File: src/rtl/cpu_bus_arbiter.sv
// cpu_bus_arbiter: shares the CPU memory bus between the fetch port and
// the load/store port, fixed priority with a fairness override.
module cpu_bus_arbiter #(
    parameter int PRIORITY_DATA  = 1,
    parameter int FAIRNESS_LIMIT = 4
) (
    input  logic        i_clock,
    input  logic        i_reset,

    input  logic        i_inst_request,
    input  logic [31:0] i_inst_address,
    output logic        o_inst_ready,
    output logic [31:0] o_inst_rdata,

    input  logic        i_data_request,
    input  logic        i_data_rw,
    input  logic [31:0] i_data_address,
    input  logic [31:0] i_data_wdata,
    input  logic [3:0]  i_data_wmask,
    output logic        o_data_ready,
    output logic [31:0] o_data_rdata,

    output logic        o_bus_request,
    output logic        o_bus_rw,
    output logic [31:0] o_bus_address,
    output logic [31:0] o_bus_wdata,
    output logic [3:0]  o_bus_wmask,
    input  logic        i_bus_ready,
    input  logic [31:0] i_bus_rdata,

    output logic [1:0]  o_grant
);

    localparam logic [1:0] S_IDLE       = 2'd0;
    localparam logic [1:0] S_GRANT_INST = 2'd1;
    localparam logic [1:0] S_GRANT_DATA = 2'd2;
    localparam logic [1:0] S_RELEASE    = 2'd3;

    localparam int CW = (FAIRNESS_LIMIT > 0) ? $clog2(FAIRNESS_LIMIT + 1) : 1;
    localparam logic [CW-1:0] LIMIT = CW'(FAIRNESS_LIMIT);
    localparam bit PRI_DATA = (PRIORITY_DATA != 0);
    localparam bit FAIR_EN  = (FAIRNESS_LIMIT > 0);

    logic [1:0]    state_q, state_d;
    logic [CW-1:0] fair_q, fair_d;

    logic       pri_req, oth_req;
    logic [1:0] pri_state, oth_state;
    logic       fair_hit;
    logic       inst_own, data_own;

    assign pri_req   = PRI_DATA ? i_data_request : i_inst_request;
    assign oth_req   = PRI_DATA ? i_inst_request : i_data_request;
    assign pri_state = PRI_DATA ? S_GRANT_DATA : S_GRANT_INST;
    assign oth_state = PRI_DATA ? S_GRANT_INST : S_GRANT_DATA;
    assign fair_hit  = FAIR_EN && (fair_q == LIMIT);

    always_comb begin
        state_d = state_q;
        fair_d  = fair_q;
        case (state_q)
            S_IDLE: begin
                if (pri_req && oth_req) begin
                    // the waiting port gets one turn after LIMIT contended wins
                    if (fair_hit) begin
                        state_d = oth_state;
                        fair_d  = '0;
                    end else begin
                        state_d = pri_state;
                        if (fair_q != LIMIT) begin
                            fair_d = fair_q + 1'b1;
                        end
                    end
                end else if (pri_req) begin
                    state_d = pri_state;
                    fair_d  = '0;
                end else if (oth_req) begin
                    state_d = oth_state;
                    fair_d  = '0;
                end
            end
            S_GRANT_INST, S_GRANT_DATA: begin
                if (i_bus_ready) begin
                    state_d = S_RELEASE;
                end
            end
            S_RELEASE: state_d = S_IDLE;
            default:   state_d = S_IDLE;
        endcase
    end

    always_ff @(posedge i_clock) begin
        if (i_reset) begin
            state_q <= S_IDLE;
            fair_q  <= '0;
        end else begin
            state_q <= state_d;
            fair_q  <= fair_d;
        end
    end

    assign inst_own = (state_q == S_GRANT_INST);
    assign data_own = (state_q == S_GRANT_DATA);

    assign o_bus_request = inst_own | data_own;
    assign o_grant       = {data_own, inst_own};

    assign o_bus_rw      = data_own & i_data_rw;
    assign o_bus_address = data_own ? i_data_address :
                           inst_own ? i_inst_address : 32'h0;
    assign o_bus_wdata   = data_own ? i_data_wdata : 32'h0;
    assign o_bus_wmask   = data_own ? i_data_wmask : 4'h0;

    assign o_inst_ready  = inst_own & i_bus_ready;
    assign o_data_ready  = data_own & i_bus_ready;
    assign o_inst_rdata  = i_bus_rdata;
    assign o_data_rdata  = i_bus_rdata;

endmodule

File: config.mk
export PLATFORM = sky130hd
export DESIGN_NAME = cpu_bus_arbiter
export DESIGN_NICKNAME = d
export VERILOG_FILES = /design/src/rtl/cpu_bus_arbiter.sv
export SDC_FILE = /design/constraint.sdc
export NUM_CORES = 1
export LEC_CHECK = 0
export ABC_AREA = 1
export CORE_AREA = 2 2 108 110
export CTS_BUF_LIST = sky130_fd_sc_hd__clkbuf_8
export DETAILED_ROUTE_END_ITERATION = 10
export DIE_AREA = 0 0 110 112
export GPL_TIMING_DRIVEN = 0
export SYNTH_ARGS = -nofsm -noshare
export SYNTH_HDL_FRONTEND = slang
export SYNTH_SLANG_ARGS = --single-unit
File: constraint.sdc
create_clock -name i_clock -period 1.3 [get_ports i_clock]
set_input_delay 0.26 -clock i_clock [delete_from_list [all_inputs] [get_ports i_clock]]
set_output_delay 0.26 -clock i_clock [all_outputs]
set_load 0.1 [all_outputs]
==> summary.txt <==
Place
  – DP Worst Slack: -1370 ps
  – Post-DP HPWL: 7550 µm
  – Post-DP Area: 5150 µm²
  – Routability congestion estimate: 0.730
  – Placed Instances: 693
  – Port Buffers: about 240

Clock tree
  – CTS tree: done
  – Clk pin slew, worst setup/hold paths: 40 ps
  – CTS H-tree lvls: 1
  – Total CTS buffers: 3
  – Clock latency on the worst-skew pair: 220 ps
  – Hold-fix buffer count after cts: 0
  – # clock sinks: 5
  – Clock root buffer master: clkbuf_8
  – CTS max path bufs: 2

Worst hold path
  – Hold Path Sink: fair_q[1]
  – HP Class: reg -> reg
  – Worst Min Path Start: fair_q[1]
  – Hold depth: 2

Route
  – WL met1: 3040 µm
  – DR vias/cell: 3.92
  – Met2 WL: 5580 µm
  – WL final: 9820 µm
  – Residual DRC: 0
  – Drt pass-1 iters: 4
  – Wirelength per Cell: 13.9 µm
  – DR top layer: met4
  – DR WL met3: 1040 µm
  – Antenna viol nets, final: 0
  – DR iter-0 viols: 52
  – Vias: 2772

Yosys
  – Synth Warn #: 0
  – #FFs+latches synth: 5
  – Seq/Total Area, Yosys: 6.12%
  – Netlist cell types: 17
  – Syn Area/Cell: roughly 5.3 µm²
  – Synth top area share: 31.7%
  – Cell taking the most area after synthesis: buf_4
  – Post-Syn Area: 1640 µm²
  – Synth area leaders: buf_4, nand2_1, nand3_1, inv_1, dfxtp_1
  – Cells after Synth: around 310
  – Synth Net Count: 451

Global routing
  – Vias in the first global route: 2878
  – Gr usage total: 14.2%
  – Largest net degree at the start of global routing: 11
  – Initial antenna violation count: 0
  – GRT overflow: 0
  – First-pass GRT wire length: 14000 µm

Critical path
  – Critical Path RT: 1040 ps
  – Crit end category: primary output
  – CP Buf/Inv Count: 4
  – CP max stage delay: 340 ps
  – Crit-path slowest cell: dfxtp_4
  – R2r startpoint: state_q[0]
  – Worst EP arrival: 1500 ps
  – Cell family with most CP delay: buffers and inverters
  – Flop-to-flop setup slack: -80 ps
  – Worst-path cell chain: buf_4, ha_4, buf_12, clkbuf_16, nand3_4, nand2_8, buf_12
  – Most frequent CP cell: buf_12
  – CP max FO: 7
  – CP Class: reg -> out
  – FF-to-FF End: state_q[0]
  – CP startpoint kind: register
  – Reg2reg path depth: 9

STA
  – Fin crit period: approximately 1800 ps
  – Setup violations, final: between 70 and 80
  – Setup TNS: -29030 ps
  – RSZ-0062 raised after global routing: yes
  – Max Freq: about 570 MHz
  – Max Clock Skew: 1.60 ps
  – Worst Slack Setup Final: -459 ps
  – Least-Margin Pin Slew: 558 ps
  – Slew HR: about 63%
  – Final period util: 135%
  – Endpoints failing hold: 0
  – Slew Viols, Final: 0

Finish
  – Most frequent cells in the layout: clkdlybuf4s50_1, buf_12, buf_4, clkdlybuf4s15_2, nand2_4
  – Commonest non-fill, non-tap cell in the layout: clkdlybuf4s50_1
  – FF/Latch Area: roughly 110 µm²
  – Layout cell share with drive strength beyond 1: 70.7%
  – Filler Cells Inserted: 873
  – Nets: 709
  – Design area: ~6600 µm²
  – Area grow syn2layout: 302%
  – Area of the multi-input gates: 1720 µm²
  – Layout Cells excl Fill: 707
  – Diodes inserted: 0

Status
  – Failing checks: negative setup slack
  – Status: finished, violations left

Floorplanning
  – Die Height: 112 µm
  – Top Ports: 276
  – Row cnt: 39
  – Initial Utilization: 14.6%
  – Core Area: 11200 µm²
  – Die footprint: 12300 µm²
  – Die X: 110 µm

Power
  – Worst vdd ir: 1.87 mV
  – Pwr per Cell Area: about 2300 nW/µm²
  – Leak pwr: approximately 2.7 nW

Job
  – MaxCap Viol Count: 0
==> sequential cells by signal (all words and copies together) (netlist names) <==
register / flops
fair_q: 3
state_q: 2
==> layout make-up <==
cell class / count / share of cell area [%]
Buffer: 80 / 11.4
Multi-Input combinational cell: 173 / 26.1
Clock buffer: 3 / 0.628
Inverter: 48 / 5.33
Timing Repair Buffer: 254 / 52.1
Clock inverter: 1 / 0.0571
Sequential cell: 5 / 1.64
Tap cell: 143 / 2.72
==> timing repair <==
action                                 in CTS  in global routing
pin swaps                                   2                 21
cloned                                      1                  4
setup endpoints to repair                 138                 77
gates resized for setup                   902                 39
buffers inserted                            5                  1
endpoints found under the hold margin       0                  0
==> synth_stat cells <==
cell / count
nor2_2: 2
o21ai_0: 1
a21oi_1: 5
o21ai_2: 1
o21ai_1: 1
inv_2: 1
ha_1: 6
or2_1: 1
a21o_1: 1
nor2_1: 2
nand2_1: 115
buf_4: 69
a21oi_2: 1
buf_2: 12
inv_1: 47
nand3_1: 37
dfxtp_1: 5
==> stage by stage <==
step / hold WS [ps] / utilization, % / power [mW]
2_1_floorplan: 322 / - / 9.28
3_3_place_gp: 480 / 46.1 / 11.5
3_5_place_dp: 480 / 46.1 / 11.5
4_1_cts: 485 / 56.1 / 14.3
5_1_grt: 512 / 58.9 / 15.5
6_report: 486 / 58.9 / 15.0
==> routing by layer <==
metal	track usage [%]	vias up
met2	29.9	148
met4	2.62	0
met3	4.04	12
met5	0	-
met1	12.7	1242
li1	-	1370
==> worst max-delay path by stage <==
stage	from	endpoint	depth (start not counted)
detailed placement	state_q[0]	o_bus_address[23]	8
finish	state_q[0]	o_bus_address[13]	7
floorplan	state_q[0]	o_bus_rw	6
global route	state_q[0]	o_bus_address[4]	7
CTS	state_q[0]	o_bus_address[14]	8
global placement	state_q[0]	o_bus_address[23]	8
==> logic make-up after synthesis <==
group,count (synthesis),synth area share [%]
simple gates,157,39.3
buf+inv,129,46.3
compound gates,10,3.67
fa+ha+maj,6,4.59
flops,5,6.12
==> power by group <==
part,switching (mW),leakage [nW],total [mW],internal (mW)
registers,0.0437,0.0422,0.247,0.203
clock network,0.0738,0.0269,0.276,0.202
logic,9.21,2.62,14.5,5.25
total,9.33,2.69,15.0,5.66
==> tightest hold or removal path: stages (launching register included) <==
cell and delay (ps):
dfxtp_1 310, nand2_1 70, a21oi_1 60
Note: power is estimated with default switching activity, not from simulation.
